### src/rtl/q8_8_div_seq_if.sv
// Start/busy/done handshake and operand/result bundle for the sequential Q8.8 divider.
interface q8_8_div_seq_if #(
   parameter int BUS_WIDTH = 16
);
   logic                 start;
   logic [BUS_WIDTH-1:0] dividend;
   logic [BUS_WIDTH-1:0] divisor;
   logic                 busy;
   logic                 done;
   logic [BUS_WIDTH-1:0] quotient;
   logic                 overflow;
   logic                 div_by_zero;

   modport master (
      output start, dividend, divisor,
      input  busy, done, quotient, overflow, div_by_zero
   );

   modport slave (
      input  start, dividend, divisor,
      output busy, done, quotient, overflow, div_by_zero
   );
endinterface

### src/rtl/q8_8_div_seq.sv
// Sequential unsigned Q8.8 restoring divider, one quotient bit per cycle, with saturation.
// Optional round-half-up of the quotient is enabled by defining Q8_8_DIV_ROUND_EN.
module q8_8_div_seq #(
   parameter int BUS_WIDTH = 16
) (
   input  logic             clk,
   input  logic             rst,
   q8_8_div_seq_if.slave    bus
);
   localparam int FRAC = BUS_WIDTH / 2;
`ifdef Q8_8_DIV_ROUND_EN
   localparam int ITERS = BUS_WIDTH + 1;
`else
   localparam int ITERS = BUS_WIDTH;
`endif
   localparam int CW = $clog2(ITERS + 1);

   typedef enum logic [1:0] {S_IDLE, S_RUN, S_DONE} state_e;

   state_e               state_q, state_d;
   logic [CW-1:0]        cnt_q, cnt_d;
   // After each iteration the remainder is below the divisor, so BUS_WIDTH bits
   // hold it; the 17th bit only exists transiently in the shifted value.
   logic [BUS_WIDTH-1:0] rem_q, rem_d;
   logic [BUS_WIDTH-1:0] sh_q, sh_d;
   logic [BUS_WIDTH-1:0] dvs_q, dvs_d;
   logic [ITERS-2:0]     qacc_q, qacc_d;
   logic [BUS_WIDTH-1:0] quo_q, quo_d;
   logic                 ovf_q, ovf_d;
   logic                 dbz_q, dbz_d;

   logic [BUS_WIDTH:0]   rem_sh, dvs_ext;
   logic                 rem_ge, hi_ge;
   logic [ITERS-1:0]     q_nxt;
   logic [BUS_WIDTH-1:0] q_final;
   logic                 fin_ovf;

   assign dvs_ext = {1'b0, dvs_q};
   assign rem_sh  = {rem_q, sh_q[BUS_WIDTH-1]};
   assign rem_ge  = (rem_sh >= dvs_ext);
   assign q_nxt   = {qacc_q, rem_ge};
   assign hi_ge   = ({{FRAC{1'b0}}, bus.dividend[BUS_WIDTH-1:FRAC]} >= bus.divisor);

`ifdef Q8_8_DIV_ROUND_EN
   logic [BUS_WIDTH:0] rnd_sum;
   // Last iteration is the guard bit; add it to the truncated quotient.
   assign rnd_sum = {1'b0, q_nxt[ITERS-1:1]} + {{BUS_WIDTH{1'b0}}, q_nxt[0]};
   assign q_final = rnd_sum[BUS_WIDTH] ? '1 : rnd_sum[BUS_WIDTH-1:0];
   assign fin_ovf = rnd_sum[BUS_WIDTH];
`else
   assign q_final = q_nxt;
   assign fin_ovf = 1'b0;
`endif

   always_ff @(posedge clk or posedge rst) begin
      if (rst) begin
         state_q <= S_IDLE;
         cnt_q   <= '0;
         rem_q   <= '0;
         sh_q    <= '0;
         dvs_q   <= '0;
         qacc_q  <= '0;
         quo_q   <= '0;
         ovf_q   <= 1'b0;
         dbz_q   <= 1'b0;
      end else begin
         state_q <= state_d;
         cnt_q   <= cnt_d;
         rem_q   <= rem_d;
         sh_q    <= sh_d;
         dvs_q   <= dvs_d;
         qacc_q  <= qacc_d;
         quo_q   <= quo_d;
         ovf_q   <= ovf_d;
         dbz_q   <= dbz_d;
      end
   end

   always_comb begin
      state_d = state_q;
      cnt_d   = cnt_q;
      rem_d   = rem_q;
      sh_d    = sh_q;
      dvs_d   = dvs_q;
      qacc_d  = qacc_q;
      quo_d   = quo_q;
      ovf_d   = ovf_q;
      dbz_d   = dbz_q;
      unique case (state_q)
         S_IDLE: begin
            if (bus.start) begin
               dvs_d  = bus.divisor;
               rem_d  = {{FRAC{1'b0}}, bus.dividend[BUS_WIDTH-1:FRAC]};
               sh_d   = {bus.dividend[FRAC-1:0], {FRAC{1'b0}}};
               cnt_d  = '0;
               qacc_d = '0;
               if (bus.divisor == '0) begin
                  state_d = S_DONE;
                  quo_d   = '1;
                  ovf_d   = 1'b0;
                  dbz_d   = 1'b1;
               end else if (hi_ge) begin
                  state_d = S_DONE;
                  quo_d   = '1;
                  ovf_d   = 1'b1;
                  dbz_d   = 1'b0;
               end else begin
                  state_d = S_RUN;
               end
            end
         end
         S_RUN: begin
            rem_d  = rem_ge ? BUS_WIDTH'(rem_sh - dvs_ext) : rem_sh[BUS_WIDTH-1:0];
            sh_d   = {sh_q[BUS_WIDTH-2:0], 1'b0};
            qacc_d = q_nxt[ITERS-2:0];
            cnt_d  = cnt_q + CW'(1);
            if (cnt_q == CW'(ITERS - 1)) begin
               state_d = S_DONE;
               quo_d   = q_final;
               ovf_d   = fin_ovf;
               dbz_d   = 1'b0;
            end
         end
         S_DONE:  state_d = S_IDLE;
         default: state_d = S_IDLE;
      endcase
   end

   assign bus.busy        = (state_q != S_IDLE);
   assign bus.done        = (state_q == S_DONE);
   assign bus.quotient    = quo_q;
   assign bus.overflow    = ovf_q;
   assign bus.div_by_zero = dbz_q;
endmodule
### src/flat_wrapper.sv
// flat-port wrapper written by rule: the top's interface ports become plain ports
module q8_8_div_seq_flat 
#(
   parameter int BUS_WIDTH = 16
)
  (clk, rst, bus_start, bus_dividend, bus_divisor, bus_busy, bus_done, bus_quotient, bus_overflow, bus_div_by_zero);
  q8_8_div_seq_if #(.BUS_WIDTH(BUS_WIDTH)) bus_i ();
  input  logic clk;
  input  logic rst;
  input wire logic [$bits(bus_i.start)-1:0] bus_start;
  input wire logic [$bits(bus_i.dividend)-1:0] bus_dividend;
  input wire logic [$bits(bus_i.divisor)-1:0] bus_divisor;
  output wire logic [$bits(bus_i.busy)-1:0] bus_busy;
  output wire logic [$bits(bus_i.done)-1:0] bus_done;
  output wire logic [$bits(bus_i.quotient)-1:0] bus_quotient;
  output wire logic [$bits(bus_i.overflow)-1:0] bus_overflow;
  output wire logic [$bits(bus_i.div_by_zero)-1:0] bus_div_by_zero;
  assign bus_i.start = bus_start;
  assign bus_i.dividend = bus_dividend;
  assign bus_i.divisor = bus_divisor;
  assign bus_busy = bus_i.busy;
  assign bus_done = bus_i.done;
  assign bus_quotient = bus_i.quotient;
  assign bus_overflow = bus_i.overflow;
  assign bus_div_by_zero = bus_i.div_by_zero;
  q8_8_div_seq #(.BUS_WIDTH(BUS_WIDTH)) u_core (.clk(clk), .rst(rst), .bus(bus_i));
endmodule
### config.mk
export PLATFORM = sky130hd
export DESIGN_NAME = q8_8_div_seq_flat
export DESIGN_NICKNAME = d
export VERILOG_FILES = /design/src/rtl/q8_8_div_seq_if.sv /design/src/rtl/q8_8_div_seq.sv /design/src/flat_wrapper.sv
export SDC_FILE = /design/constraint.sdc
export NUM_CORES = 1
export LEC_CHECK = 0
export CORE_MARGIN = 3
export CORE_UTILIZATION = 32
export CTS_CLUSTER_DIAMETER = 30
export DETAILED_ROUTE_END_ITERATION = 7
export MAX_ROUTING_LAYER = met4
export PLACE_DENSITY = 0.54
export SLEW_MARGIN = 20
export SYNTH_ARGS = -nofsm -noshare
export SYNTH_HDL_FRONTEND = slang
export SYNTH_SLANG_ARGS = --single-unit
### constraint.sdc
create_clock -name clk -period 3.1 [get_ports clk]
set_input_delay 0.465 -clock clk [delete_from_list [all_inputs] [get_ports clk]]
set_output_delay 0.465 -clock clk [all_outputs]
set_load 0.005 [all_outputs]
==> metrics.md <==
| Metric | Value |
|---|---|
| GRT met2 Usage | `24.02%` |
| DIE WIDTH | `between 100 and 150 microns` |
| DR WL/cell | `between 15 and 20 microns` |
| Top-area cell type share of the netlist area | `45.88%` |
| Crit-path cells | `ha_1, and4_1, o2111ai_1, o21bai_1, o211ai_2, buf_4, mux2_2, o221ai_1` |
| Post-synthesis adder-cell area fraction | `7.915%` |
| Detail Route Antenna Nets | `0` |
| Worst path top cell family by delay | `compound AO/OA/AOI/OAI gates` |
| Run status | `complete, no violations` |
| Fin crit share | `78.95%` |
| CTS Buf Count | `9` |
| Largest net degree at the start of global routing | `40` |
| Most area-hungry cell type in the Yosys netlist | `dfrtp_1` |
| Pre-antenna DRT Iters | `4` |
| Max transition margin | `52.41%` |
| DP Worst Slack | `380.1 ps` |
| DIE AREA | `~15000 sq um` |
| Die Height | `approximately 120 microns` |
| Setup Skew | `9.660 ps` |
| Fraction of layout cells with a size suffix above 1 | `7.767%` |
| Io pins | `55` |
| Initial antenna violation count | `0` |
| Synth Area in Compound Gates | `23.14%` |
| Placer Congestion | `about 0.85` |
| Final Util | `between 40% and 50%` |
| Buffers & Inverters on Critical Path | `1` |
| Hold Crit Class | `reg -> reg` |
| CTS H-Tree Depth | `3` |
| Worst path slowest cell | `ha_1` |
| Clk slew on worst S/H paths | `about 70 ps` |
| Slew Viols, Final | `0` |
| Initial DRC count | `204` |
| Post-synthesis sequential area ratio | `45.88%` |
| Gr usage total | `15.79%` |
| Core Box Area | `13300 sq um` |
| Yosys warnings | `0` |
| IO Port Bufs | `54` |
| Post-synth EDFFs | `0` |
| Min Tclk post-route | `about 2400 ps` |
| Drc violations | `0` |
| Post-CTS sizing | `0` |
| Synthesis-to-finish area growth | `24.69%` |
| Multiplexer share of the synthesized area | `between 1.5 and 2%` |
| Critical Path Sink Type | `flop` |
| Final hold violation count | `0` |
| DR vias | `around 3500` |
| Top post-synthesis cells by area | `dfrtp_1 46%, ha_1 7.5%, nand2_1 6.0%, o21ai_0 4.7%, a22o_1 3.2%` |
| Clock root cell | `clkbuf_16` |
| CTS tree | `done` |
| Clock latency on the worst-skew pair | `340 ps` |
| Grt ovf | `0` |
| Max-Cap Viols | `0` |
| Final net count | `573` |
| Synth unique cells | `53` |
| Simple-gate portion of the synthesized area | `between 10% and 20%` |
| CTS hold repair buffers | `0` |
| Synth Instances | `453` |
| Vias in the first global route | `3618` |
| Post-synthesis xor/xnor area fraction | `2.409%` |
| HPWL Detailed | `7920 microns` |
| Worst-case vdd ir drop | `about 0.38 mV` |
| Avg Cell Area, Syn | `9.631 sq um` |
| Critical Path AT | `between 2000 and 3000 ps` |
| Leakage | `~2.4 nW` |
| FMAX | `408.6 MHz` |
| Final worst setup slack | `652.5 ps` |
| Multi-input gate area | `2157 sq um` |
| GR peak layer | `met2` |
| Post-CTS Setup Inserts | `0` |
| GR Util met3 | `3.041%` |
| Clock Tree Buf Depth | `2` |
| Seq cells post-synth | `80` |
| Final WL | `between 10000 and 15000 microns` |
| Met1 Resource Use GR | `21.71%` |
| PD cells | `approximately 1100 nW/um^2` |
| CP max FO | `9` |
| Total negative slack | `0 ps` |
| Via density | `between 5 and 6` |
| Row cnt | `between 40 and 50` |
| Critical Path RT | `3350 ps` |
| First-pass GRT wire length | `18260 microns` |
| Clock Sinks | `80` |
| Fillers | `1339` |
| Unrepaired setup endpoints after global routing | `false` |
| Largest family of logic cells by synthesized area | `compound AO/OA/AOI/OAI gates` |
| CP Class | `reg -> reg` |
| Initial Util | `32.82%` |
| Ys flop type | `dfrtp_1` |
| Crit path launch type | `flop` |
| Final setup fails | `0` |
| Register Area | `2002 sq um` |
| Async set-reset flop share out of synthesis | `100.0%` |
| Min Hold Slack | `around 480 ps` |
| Pwr Total | `6.253 mW` |
| Number of diodes | `0` |
| Syn_nets | `515` |
| Mapped cell area | `4363 sq um` |
| Crit-path max cell delay | `430 ps` |
| Slew @ Worst Pin | `713.0 ps` |
## worst reg2reg max path, stage by stage, from the launching register on
cell and delay [ps]:
dfrtp_1 400, ha_1 430, and4_1 290, o2111ai_1 130, o21bai_1 180, o211ai_2 190
buf_4 230, mux2_2 340, o221ai_1 170
## final timing paths
kind                                   from                endpoint  slack (ps)  cells past startpoint
max                        u_core.rem_q[11]         u_core.rem_q[1]         650                      8
min                         u_core.sh_q[14]         u_core.sh_q[14]         480                      2
max reg2reg                u_core.rem_q[11]         u_core.rem_q[1]         650                      8
min reg2reg                 u_core.sh_q[14]         u_core.sh_q[14]         480                      2
max in group asynchronous               rst  u_core.bus.quotient[8]        1890                      3
min in group asynchronous               rst     u_core.bus.overflow         540                      2
## cell usage in the layout (no fill, tap or decap), types with 4 or more instances in the layout
cell type	n
a211oi_1	4
clkbuf_16	9
xor2_1	4
o22a_1	16
a22o_1	16
nand2_1	70
clkdlybuf4s50_1	54
o221ai_1	7
inv_1	30
dfrtp_1	80
o21bai_1	4
mux2i_1	6
a21oi_1	24
nor2b_1	4
and3b_1	7
buf_4	13
ha_1	26
nor4_1	5
xnor2_1	8
nand3_1	6
nor2_1	17
o21ai_0	41
a21o_1	4
and2_1	5
o21a_1	4
## synthesized netlist by cell type (5+ instances only)
cell type / n
inv_1: 31
nor4_1: 5
o221ai_1: 7
nand2_1: 70
dfrtp_1: 80
xnor2_1: 8
nor2_1: 17
a22o_1: 16
mux2i_1: 6
o21bai_1: 5
and2_1: 5
a21oi_1: 24
ha_1: 26
o21ai_0: 41
clkbuf_1: 16
and3b_1: 7
nand3_1: 6
o22a_1: 16
nor2b_1: 5
## registers in the layout (all words and copies together), names as in the netlist
signal / cells
u_core.bus.div_by_zero: 1
u_core.bus.overflow: 1
u_core.bus.quotient: 16
u_core.cnt_q: 5
u_core.dvs_q: 16
u_core.qacc_q: 15
u_core.rem_q: 16
u_core.sh_q: 8
u_core.state_q: 2
## where the power goes
group	total [mW]	leakage, nW	switching [mW]	internal, mW
Sequential	1.85	1.01	0.311	1.54
Clock	1.01	0.135	0.439	0.567
Combinational	3.40	1.27	1.78	1.62
## layout make-up
type | instances | area share [%]
timing repair buffer | 68 | 12.10
clock inverter | 5 | 0.7820
multi-input combinational | 320 | 39.65
clock buffer | 10 | 4.393
inverter | 32 | 2.231
sequential | 80 | 36.80
tap | 176 | 4.048
## through the flow
stage / area [sq um] / cells
after floorplan: 4363 / 453
after global placement: 5159 / 676
after detailed placement: 5159 / 676
after CTS: 5440 / 691
after global routing: 5440 / 691
final: 5440 / 691
## cells by family (layout without fill, tap and decap cells)
group | Yosys count | count (layout)
simple gates | 128 | 128
fa+ha+maj | 27 | 27
mux | 8 | 8
compound gates | 145 | 145
xor+xnor | 12 | 12
flops | 80 | 80
buf+inv | 53 | 115
## routing by layer
metal  share of wire, %  up-vias
met5                  0        -
met4                1.0        0
met3                3.2       11
met2                 46       55
met1                 50     1738
li1                   -     1736
Note: power is estimated with default switching activity, not from simulation.
